File: src/rtl/register_update_pkg.sv
// Shared types and constants for the register update sequencer and its helpers.
package register_update_pkg;

    typedef enum logic [1:0] {
        IDLE     = 2'd0,
        ISSUE    = 2'd1,
        WAIT_ACK = 2'd2
    } state_t;

    localparam int ERR_COUNT_W = 16;
    localparam logic [ERR_COUNT_W-1:0] ERR_COUNT_MAX = '1;

endpackage

File: src/rtl/rr_priority_picker.sv
// Combinational round-robin picker: the first requesting index after last_chan,
// wrapping around, wins. last_chan itself has the lowest priority.
module rr_priority_picker #(
    parameter int NUM_CHANNELS = 4,
    parameter int CHAN_BITS    = $clog2(NUM_CHANNELS)
) (
    input  logic [NUM_CHANNELS-1:0] req,
    input  logic [CHAN_BITS-1:0]    last_chan,
    output logic                    valid,
    output logic [CHAN_BITS-1:0]    sel
);

    always_comb begin : pick
        int                   idx;
        logic [CHAN_BITS-1:0] cand;
        valid = |req;
        sel   = '0;
        idx   = 0;
        cand  = '0;
        // Walk from the farthest offset down so the nearest requester is written last.
        for (int off = NUM_CHANNELS; off >= 1; off--) begin
            idx = int'(last_chan) + off;
            if (idx >= NUM_CHANNELS) begin
                idx = idx - NUM_CHANNELS;
            end
            cand = CHAN_BITS'(idx);
            if (req[cand]) begin
                sel = cand;
            end
        end
    end

endmodule

File: src/rtl/register_update_sequencer.sv
// Coalesces per-channel config updates into shadow registers and issues them
// one at a time, round robin, onto a single register-synchroniser port.
module register_update_sequencer
    import register_update_pkg::*;
#(
    parameter int NUM_CHANNELS = 4,
    parameter int WIDTH        = 48,
    parameter int ACK_TIMEOUT  = 255,
    parameter int CHAN_BITS    = $clog2(NUM_CHANNELS)
) (
    input  logic                          clk,
    input  logic                          reset,
    input  logic [NUM_CHANNELS-1:0]       upd_en,
    input  logic [NUM_CHANNELS*WIDTH-1:0] upd_data,
    output logic                          tx_en,
    output logic [CHAN_BITS-1:0]          tx_chan,
    output logic [WIDTH-1:0]              tx_data,
    input  logic                          tx_ack,
    output logic [NUM_CHANNELS-1:0]       pending,
    output logic                          busy,
    output logic                          err_timeout,
    output logic [ERR_COUNT_W-1:0]        err_count
);

    localparam int TIMER_W = $clog2(ACK_TIMEOUT);
    // Timer is cleared in ISSUE and the error is registered, so the last WAIT_ACK
    // cycle is ACK_TIMEOUT-1 cycles after ISSUE, with the timer at ACK_TIMEOUT-2.
    localparam logic [TIMER_W-1:0] TIMER_LAST = TIMER_W'(ACK_TIMEOUT - 2);

    state_t                  state_reg;
    logic [CHAN_BITS-1:0]    sel_reg;
    logic [CHAN_BITS-1:0]    last_chan_reg;
    logic [TIMER_W-1:0]      timer_reg;
    logic [NUM_CHANNELS-1:0] pending_reg;
    logic [NUM_CHANNELS-1:0] pending_next;
    logic                    tx_en_reg;
    logic [WIDTH-1:0]        tx_data_reg;
    logic                    busy_reg;
    logic                    err_timeout_reg;
    logic [ERR_COUNT_W-1:0]  err_count_reg;

    logic [WIDTH-1:0]        shadow   [NUM_CHANNELS];
    logic [WIDTH-1:0]        upd_word [NUM_CHANNELS];
    logic                    pick_valid;
    logic [CHAN_BITS-1:0]    pick_sel;
    logic                    ack_timeout;

    for (genvar gi = 0; gi < NUM_CHANNELS; gi++) begin : g_shadow
        logic [WIDTH-1:0] value_reg;

        assign upd_word[gi] = upd_data[gi*WIDTH +: WIDTH];

        always_ff @(posedge clk) begin
            if (reset) begin
                value_reg <= '0;
            end else if (upd_en[gi]) begin
                value_reg <= upd_word[gi];
            end
        end

        assign shadow[gi] = value_reg;
    end

    rr_priority_picker #(
        .NUM_CHANNELS(NUM_CHANNELS),
        .CHAN_BITS   (CHAN_BITS)
    ) u_picker (
        .req      (pending_reg),
        .last_chan(last_chan_reg),
        .valid    (pick_valid),
        .sel      (pick_sel)
    );

    // An ack on the expiry cycle wins over the timeout.
    assign ack_timeout = (state_reg == WAIT_ACK) && !tx_ack && (timer_reg == TIMER_LAST);

    always_comb begin
        pending_next = pending_reg | upd_en;
        if (state_reg == ISSUE && !upd_en[sel_reg]) begin
            pending_next[sel_reg] = 1'b0;
        end
        if (ack_timeout) begin
            pending_next[sel_reg] = 1'b1;
        end
    end

    always_ff @(posedge clk) begin
        if (reset) begin
            state_reg       <= IDLE;
            sel_reg         <= '0;
            last_chan_reg   <= CHAN_BITS'(NUM_CHANNELS - 1);
            timer_reg       <= '0;
            pending_reg     <= '0;
            tx_en_reg       <= 1'b0;
            tx_data_reg     <= '0;
            busy_reg        <= 1'b0;
            err_timeout_reg <= 1'b0;
            err_count_reg   <= '0;
        end else begin
            tx_en_reg       <= 1'b0;
            err_timeout_reg <= 1'b0;
            pending_reg     <= pending_next;
            case (state_reg)
                IDLE: begin
                    if (pick_valid) begin
                        state_reg <= ISSUE;
                        sel_reg   <= pick_sel;
                        tx_en_reg <= 1'b1;
                        busy_reg  <= 1'b1;
                        // A strobe landing this cycle is already the newest value; send it.
                        tx_data_reg <= upd_en[pick_sel] ? upd_word[pick_sel] : shadow[pick_sel];
                    end
                end
                ISSUE: begin
                    state_reg <= WAIT_ACK;
                    timer_reg <= '0;
                end
                WAIT_ACK: begin
                    if (tx_ack) begin
                        state_reg     <= IDLE;
                        last_chan_reg <= sel_reg;
                        busy_reg      <= 1'b0;
                    end else if (ack_timeout) begin
                        state_reg       <= IDLE;
                        last_chan_reg   <= sel_reg;
                        busy_reg        <= 1'b0;
                        err_timeout_reg <= 1'b1;
                        if (err_count_reg != ERR_COUNT_MAX) begin
                            err_count_reg <= err_count_reg + 1'b1;
                        end
                    end else begin
                        timer_reg <= timer_reg + 1'b1;
                    end
                end
                default: begin
                    state_reg <= IDLE;
                    busy_reg  <= 1'b0;
                end
            endcase
        end
    end

    assign tx_en       = tx_en_reg;
    assign tx_chan     = sel_reg;
    assign tx_data     = tx_data_reg;
    assign pending     = pending_reg;
    assign busy        = busy_reg;
    assign err_timeout = err_timeout_reg;
    assign err_count   = err_count_reg;

endmodule

File: config.mk
export PLATFORM = sky130hd
export DESIGN_NAME = register_update_sequencer
export DESIGN_NICKNAME = d
export VERILOG_FILES = /design/src/rtl/register_update_pkg.sv /design/src/rtl/rr_priority_picker.sv /design/src/rtl/register_update_sequencer.sv
export SDC_FILE = /design/constraint.sdc
export NUM_CORES = 1
export LEC_CHECK = 0
export ABC_AREA = 1
export ABC_CLOCK_PERIOD_IN_PS = 3600
export BUFFER_PORTS_ARGS = -buffer_cell sky130_fd_sc_hd__buf_2
export CAP_MARGIN = 25
export CORE_MARGIN = 2
export CORE_UTILIZATION = 49
export CTS_BUF_LIST = sky130_fd_sc_hd__clkbuf_4
export DETAILED_ROUTE_END_ITERATION = 7
export GPL_ROUTABILITY_DRIVEN = 0
export GPL_TIMING_DRIVEN = 0
export PLACE_DENSITY = 0.7
export SYNTH_ARGS = -nofsm -noshare
export SYNTH_HDL_FRONTEND = slang
export SYNTH_HIERARCHICAL = 1
export SYNTH_SLANG_ARGS = --single-unit
File: constraint.sdc
create_clock -name clk -period 3.6 [get_ports clk]
set_clock_uncertainty 0.1 [all_clocks]
set_input_delay 0.36 -clock clk [delete_from_list [all_inputs] [get_ports clk]]
set_output_delay 0.36 -clock clk [all_outputs]
set_load 0.01 [all_outputs]
==> impl_results.md, run 1 <==
- Max Freq: ~340 MHz
- Iteration-0 DRC Markers: 2140
- Die area: between 20000 and 30000 sq um
- Ranking of synthesized cells by area: dfxtp_1 (40%), nor2_1 (16%), o21ai_0 (12%)
- DRC Markers: 2
- Worst r2r src: last_chan_reg[0]$_SDFFE_PP1P_
- Global-route wire length before repair: about 84000 um
- Slew HR: 0.391
- Final #Nets: between 2000 and 3000
- Actual slew at the worst max-slew pin: approximately 0.91 ns
- Routed len/inst: about 18 um
- Compound-cell area share of the yosys netlist: 0.229
- Outcome: finished with violations
- Drt via density: between 5 and 6
- Area delta synth->final: 34.6%
- Mux contribution to synthesized area: 0
- Critical path peak fanout: 10
- Final Max Slew Viols: 0
- Largest family of logic cells by synthesized area: simple AND/OR/NAND/NOR gates
- Largest net degree at the start of global routing: 11
- Kind of critical path: flip-flop to flip-flop
- Largest area contributor in the netlist: dfxtp_1
- Commonest non-fill, non-tap cells in the layout: nor2_1 (587), o21ai_0 (323), buf_2 (298)
- Pwr dens: between 500 and 600 nW/um^2
- DP HPWL: approximately 37000 um
- Hold Path Class: primary input to flip-flop
- Crit. End Element: flip-flop
- Total Power: 10.1 mW
- Initial antenna violation count: 2
- Xor and xnor fraction of the mapped netlist area: 0.00574
- Synth Area per Inst: 6.42 sq um
- Synth warn: 6
- Worst path arrival time: 3.53 ns
- Max FFs per register: between 150 and 200
- Leakage: approximately 9 nW
- CP required: approximately 4.1 ns
- Sequential area share after synthesis: 0.404
- Synth Area in Simple Gates: 0.267
- Maximum VDD drop: 0.332 mV
- Vias in the first global route: between 15000 and 20000
- CTS Sinks: about 280
- Root Driver: clkbuf_4
- Global route overflow: 0
- Failing checks: DRC
- Crit path from: last_chan_reg[0]$_SDFFE_PP1P_
- Number of port buffers: 269
- Min-delay src: upd_en[2]
- IO Pins: about 270
- Top cell type's share of synthesized area: 0.404
- Fin crit period: about 3.0 ns
- Final Cycle Share: 0.829
- Die width: ~170 um
- Bufs on Longest Clock Path: 3
- Clk slew on worst S/H paths: ~0.060 ns
- Via Count: 17300
- Starting density of the core: 0.496
- Final setup viols: 0
- Final ANT Viol Nets: 0
- Crit start category: flip-flop
- Core ar.: about 28000 sq um
- Chip height: 171 um
- Max Cap Viol: 0
- Synthesized area: between 10000 and 15000 sq um
- Most common cell after layout, fill and taps aside: nor2_1
- Layout cells sized above 1: 0.168
- RSZ-0062 raised after global routing: false
- Tot GR Track Use: 0.363
- Synth Register Bits: between 200 and 300
- CTS tree: built
- Rows: 61
- Post-synthesis adder-cell area fraction: 0.00273
- Syn_nets: about 2300
- Synth Instances: 2140
- Final setup TNS: 0 ns
- Hold Vio Cnt, Final: 0
- Post-synth cell types: 32
- Cts bufs inserted: 76
- DR pass1 iterations: 8
- H-tree levels: 3
- Postcts setup bufs: 0
- Routed wire length: between 50000 and 60000 um
- Worst skew pair latency: roughly 0.70 ns
-- per-layer routing --
| layer | track usage | vias up | share of wire |
|---|---|---|---|
| met5 | 0 | - | 0 |
| met4 | 0.199 | 0 | 0.052 |
| met3 | 0.0709 | 258 | 0.10 |
| met2 | 0.584 | 1181 | 0.45 |
| met1 | 0.457 | 7794 | 0.40 |
| li1 | - | 8079 | - |
-- worst paths after layout --
path	end	slack (ns)	cells after the start
worst max register to register	tx_data[43]$_SDFFE_PP0P_	0.62	19
worst min-delay path	pending[2]$_SDFF_PP0_	0.16	5
worst max-delay path	tx_data[43]$_SDFFE_PP0P_	0.62	19
worst min register to register	timer_reg[7]$_SDFFE_PP0P_	0.39	2
-- cells by family (layout without fill, tap and decap cells) --
family                   count (synthesis)  count (layout)
AO/OA/AOI/OAI                          611             611
XOR/XNOR                                 9               9
adder cells (fa/ha/maj)                  3               3
buffers and inverters                  309             905
flip-flops                             277             277
other                                    0               2
AND/OR/NAND/NOR                        931             931
-- Yosys cell counts --
cell	n
dfxtp_1	277
nand3_1	76
nor2_2	1
nor2_1	587
clkinv_1	2
inv_2	8
nand3b_1	4
nand2_2	7
xor2_1	7
o211ai_1	2
buf_6	5
o21ai_1	117
o211ai_2	1
inv_1	141
a21oi_2	1
nand2_4	2
buf_2	29
clkbuf_1	113
buf_1	3
nor3_1	1
a21oi_1	115
ha_1	3
nand4_1	7
a22oi_1	1
o21ai_0	323
xnor2_1	2
o21ai_2	3
o22ai_1	48
buf_4	6
nand2_1	245
inv_4	2
nand4_2	1
-- area by class of cell --
type | instances | area (sq um)
well taps | 378 | 473
repair buffers | 462 | 3280
multi-input cells | 1554 | 6930
flip-flops and latches | 277 | 5550
plain buffers | 156 | 682
clock buffers | 117 | 878
inverters | 153 | 579
clock inverters | 17 | 120
diodes | 2 | 5.00
fillers | 2509 | 9210
-- metrics by stage --
step	hold WS, ns	area [sq um]	utilization	setup slack, ns	std cells
finish	0.155	18500	0.667	0.615	3116
global route	0.167	18500	0.667	0.392	3116
CTS	0.120	18500	0.667	0.687	3114
detailed placement	0.382	15600	0.562	0.728	2787
global placement	0.369	15600	0.562	0.788	2787
floorplan	0.357	13700	-	1.47	2140
-- power breakdown --
part / switching (mW) / internal (mW) / leakage [nW]
registers: 0.163 / 3.37 / 2.30
logic: 2.34 / 1.21 / 5.88
clock network: 1.37 / 1.62 / 0.602
-- what timing repair did --
item | CTS | global route
endpoints found under the hold margin | 202 | 0
hold buffers | 193 | 0
gates resized for setup | 0 | 0
-- worst max-delay path: stages, from the launching register on --
cell      delay, ns
dfxtp_1        0.36
buf_6          0.17
nand2_1        0.08
o21ai_2        0.10
nand2_1        0.09
nand2_1        0.08
inv_2          0.04
nand2_1        0.05
nand2_1        0.05
nand2_1        0.06
nand2_1        0.22
inv_2          0.21
buf_4          0.23
clkbuf_1       0.52
o21ai_0        0.19
o21ai_1        0.17
nand2_1        0.07
nand3_1        0.08
nand2_1        0.05
inv_1          0.05
(Power assumes the default switching activity.)
==> run 2, diff against run 1 <==
--- a/config.mk
+++ b/config.mk
@@ -5,8 +5,8 @@
 export SDC_FILE = /design/constraint.sdc
 export NUM_CORES = 1
 export LEC_CHECK = 0
-export ABC_AREA = 1
-export ABC_CLOCK_PERIOD_IN_PS = 3600
+export ABC_AREA = 0
+export ABC_CLOCK_PERIOD_IN_PS = 3100
 export BUFFER_PORTS_ARGS = -buffer_cell sky130_fd_sc_hd__buf_2
 export CAP_MARGIN = 25
 export CORE_MARGIN = 2
@@ -15,7 +15,7 @@
 export DETAILED_ROUTE_END_ITERATION = 7
 export GPL_ROUTABILITY_DRIVEN = 0
 export GPL_TIMING_DRIVEN = 0
-export PLACE_DENSITY = 0.7
+export PLACE_DENSITY = 0.71
 export SYNTH_ARGS = -nofsm -noshare
 export SYNTH_HDL_FRONTEND = slang
 export SYNTH_HIERARCHICAL = 1
==> constraint.sdc (replaced) <==
create_clock -name clk -period 3.1 [get_ports clk]
set_clock_uncertainty 0.1 [all_clocks]
set_input_delay 0.31 -clock clk [delete_from_list [all_inputs] [get_ports clk]]
set_output_delay 0.31 -clock clk [all_outputs]
set_load 0.01 [all_outputs]
==> run 2 against run 1 <==
Compared with the run above: the flow now finishes without violations; highest routed layer unchanged; wire length shrank 19%; combinational power shrank 41%; worst hold slack lost 0.054 ns; non-clock buffer count shrank 62; setup slack lost 0.45 ns; synthesized cell count shrank 45%; via count shrank 30%; clock-buffer cell count shrank 5; critical path depth shrank 11.
==> impl_results.md, run 2 <==
- CTS tree: built
- Number of port buffers: approximately 270
- Leakage: roughly 7.7 nW
- Most common cell type on the critical path: a21oi_1
- Synth Area per Inst: ~11 sq um
- Core ar.: ~26000 sq um
- Worst path arrival time: 3.35 ns
- Clk slew on worst S/H paths: about 0.060 ns
- Root Driver: clkbuf_4
- Worst slack, placed: -0.460 ns
- Global-route wire length before repair: slightly below 70000 um
- Pwr dens: about 550 nW/um^2
- Largest area contributor in the netlist: dfxtp_1
- Sequential area share after synthesis: 0.433
- Commonest non-fill, non-tap cells in the layout: dfxtp_1 (277), buf_2 (271), mux2i_1 (243)
- RSZ-0062 raised after global routing: false
- Max stage delay cell, worst path: clkdlybuf4s15_1
- Global route overflow: 0
- Critical path peak fanout: 10
- Drt via density: 5.75
- Final setup viols: 0
- Cts bufs inserted: between 70 and 80
- Actual slew at the worst max-slew pin: 1.02 ns
- CP required: about 3.5 ns
- Starting density of the core: 0.496
- Worst skew pair latency: 0.66 ns
- Maximum VDD drop: 0.353 mV
- Crit. End Element: flip-flop
- Postcts setup bufs: 0
- Area delta synth->final: 36.9%
- Bufs on Longest Clock Path: 3
- Chip height: roughly 170 um
- DRC Markers: 0
- Crit-path max cell delay: between 0.5 and 0.6 ns
- Critical Path, Cell by Cell: a21oi_1 -> a31oi_1 -> a21oi_1 -> clkbuf_2 -> mux4_2 -> clkdlybuf4s15_1 -> mux2i_1 -> a21oi_1
- Max Cap Viol: 0
- Final Cycle Share: 0.948
- Non-filler cells, final: roughly 2100
- Post-synth EDFFs: 0
- Most common cell after layout, fill and taps aside: dfxtp_1
- Die area: approximately 27000 sq um
- Hold Vio Cnt, Final: 0
- H-tree levels: 3
- Outcome: finished clean
- Hold Path Class: primary input to flip-flop
- IO Pins: 272
- Via Count: approximately 12000
- Post-synth top cells: dfxtp_1 (277), mux2i_1 (243), nor2_1 (208)
- Layout cells sized above 1: 0.285
- Synth Flop Type: dfxtp_1
- Placed insts: between 1500 and 2000
- Hold Worst Slack: between 0.1 and 0.15 ns
- CTS Sinks: 277
- Top cell type's share of synthesized area: 0.433
- Top-count cell post-synth: dfxtp_1
- Routed wire length: approximately 45000 um
- Die width: about 170 um
- DR pass1 iterations: 5
- Family with the most delay on the worst path: multiplexers
- Max FFs per register: 192
- Syn_nets: approximately 1400
- Final ANT Viol Nets: 0
- Final WS setup: between 0.15 and 0.2 ns
- DP HPWL: roughly 27000 um
- Tot GR Track Use: 0.318
- Post-synth cell types: 48
- Synth Instances: 1181
- Vias in the first global route: ~13000
- Largest net degree at the start of global routing: 11
- Iteration-0 DRC Markers: 886
- Max Freq: about 340 MHz
- Slew HR: 0.320
- Crit start category: flip-flop
- Synthesized area: between 10000 and 15000 sq um
- CP bufs+invs: 2
- Asr flop ratio synth: 0
- Initial antenna violation count: 7
- Final Max Slew Viols: 0
- Final #Nets: 1919
- Synth warn: 6
- Kind of critical path: flip-flop to flip-flop
- Routed len/inst: 21.1 um
- Fin crit period: between 2 and 3 ns
- Ranking of synthesized cells by area: dfxtp_1 (43%), mux2i_1 (19%), mux4_2 (17%)
- Rows: 59
- Synth Register Bits: about 280
==> run 2: cell count changes in the layout (fill, tap and decap cells not counted), sizes merged, moves of 13 or more <==
cell	change
nand2	-233
or4	+13
buf	-33
mux4	+97
inv	-145
nor2	-380
clkbuf	-35
o21ai	-387
o22ai	-47
a21oi	-41
nand3	-63
mux2i	+243
==> run 2: final cells by class <==
class	count	area, sq um
antenna	8	20.0
buffer	97	409
clock buffer	112	841
clock inverter	21	158
fill	2005	8300
inverter	6	22.5
multi-input combinational	801	6860
sequential	277	5550
tap	335	419
timing repair buffer	459	3260
==> run 2: repair_timing <==
action                                 4_1_cts  5_1_grt
setup endpoints to repair                   47       42
resized for setup                            7       17
endpoints found under the hold margin      197        0
pin swaps                                    0        0
hold buffers                               193        0
==> run 2: cell families (layout without fill, tap and decap cells) <==
kind of cell,count (synthesis),after routing,share of synthesized area
compound gates,160,160,0.0695
xor+xnor,2,2,0.00137
fa+ha+maj,3,3,0.00293
buf+inv,103,695,0.0315
flops,277,277,0.433
mux,340,340,0.360
other cells,0,8,0
simple gates,296,296,0.101
==> run 2: power by group <==
group | switching [mW] | internal (mW)
Clock | 1.59 | 1.90
Sequential | 0.169 | 3.84
Combinational | 1.09 | 1.02
Total | 2.84 | 6.76
==> run 2: worst paths after layout <==
path,slack (ns),endpoint,startpoint,cells past startpoint
hold / removal,0.10,timer_reg[5]$_SDFFE_PP0P_,reset,3
setup / recovery,0.16,tx_data[16]$_SDFFE_PP0P_,last_chan_reg[1]$_SDFFE_PP1P_,8
hold reg to reg,0.39,g_shadow[1].value_reg[4]$_SDFFE_PP0P_,g_shadow[1].value_reg[4]$_SDFFE_PP0P_,2
setup reg to reg,0.16,tx_data[16]$_SDFFE_PP0P_,last_chan_reg[1]$_SDFFE_PP1P_,8
==> run 2: worst reg2reg max path, cell delays in order (launching register included) <==
cell	delay, ns
dfxtp_1	0.37
a21oi_1	0.17
a31oi_1	0.06
a21oi_1	0.13
clkbuf_2	0.29
mux4_2	0.58
clkdlybuf4s15_1	0.59
mux2i_1	0.40
a21oi_1	0.11
==> run 2: layer usage <==
layer | vias to the layer above | GRT usage | share of wire
met1 | 5900 | 0.376 | 0.39
met2 | 633 | 0.546 | 0.50
met4 | 0 | 0.177 | 0.046
met3 | 191 | 0.0619 | 0.064
met5 | - | 0 | 0
li1 | 5438 | - | -
==> run 2: through the flow <==
| step | TNS (ns) | cell area, sq um | util | power (mW) |
|---|---|---|---|---|
| 2_1_floorplan | 0 | 12800 | - | 5.25 |
| 3_3_place_gp | -11.57 | 14600 | 0.564 | 5.89 |
| 3_5_place_dp | -17.25 | 14600 | 0.564 | 5.92 |
| 4_1_cts | 0 | 17500 | 0.677 | 9.55 |
| 5_1_grt | 0 | 17500 | 0.679 | 10.0 |
| 6_report | 0 | 17500 | 0.679 | 9.61 |
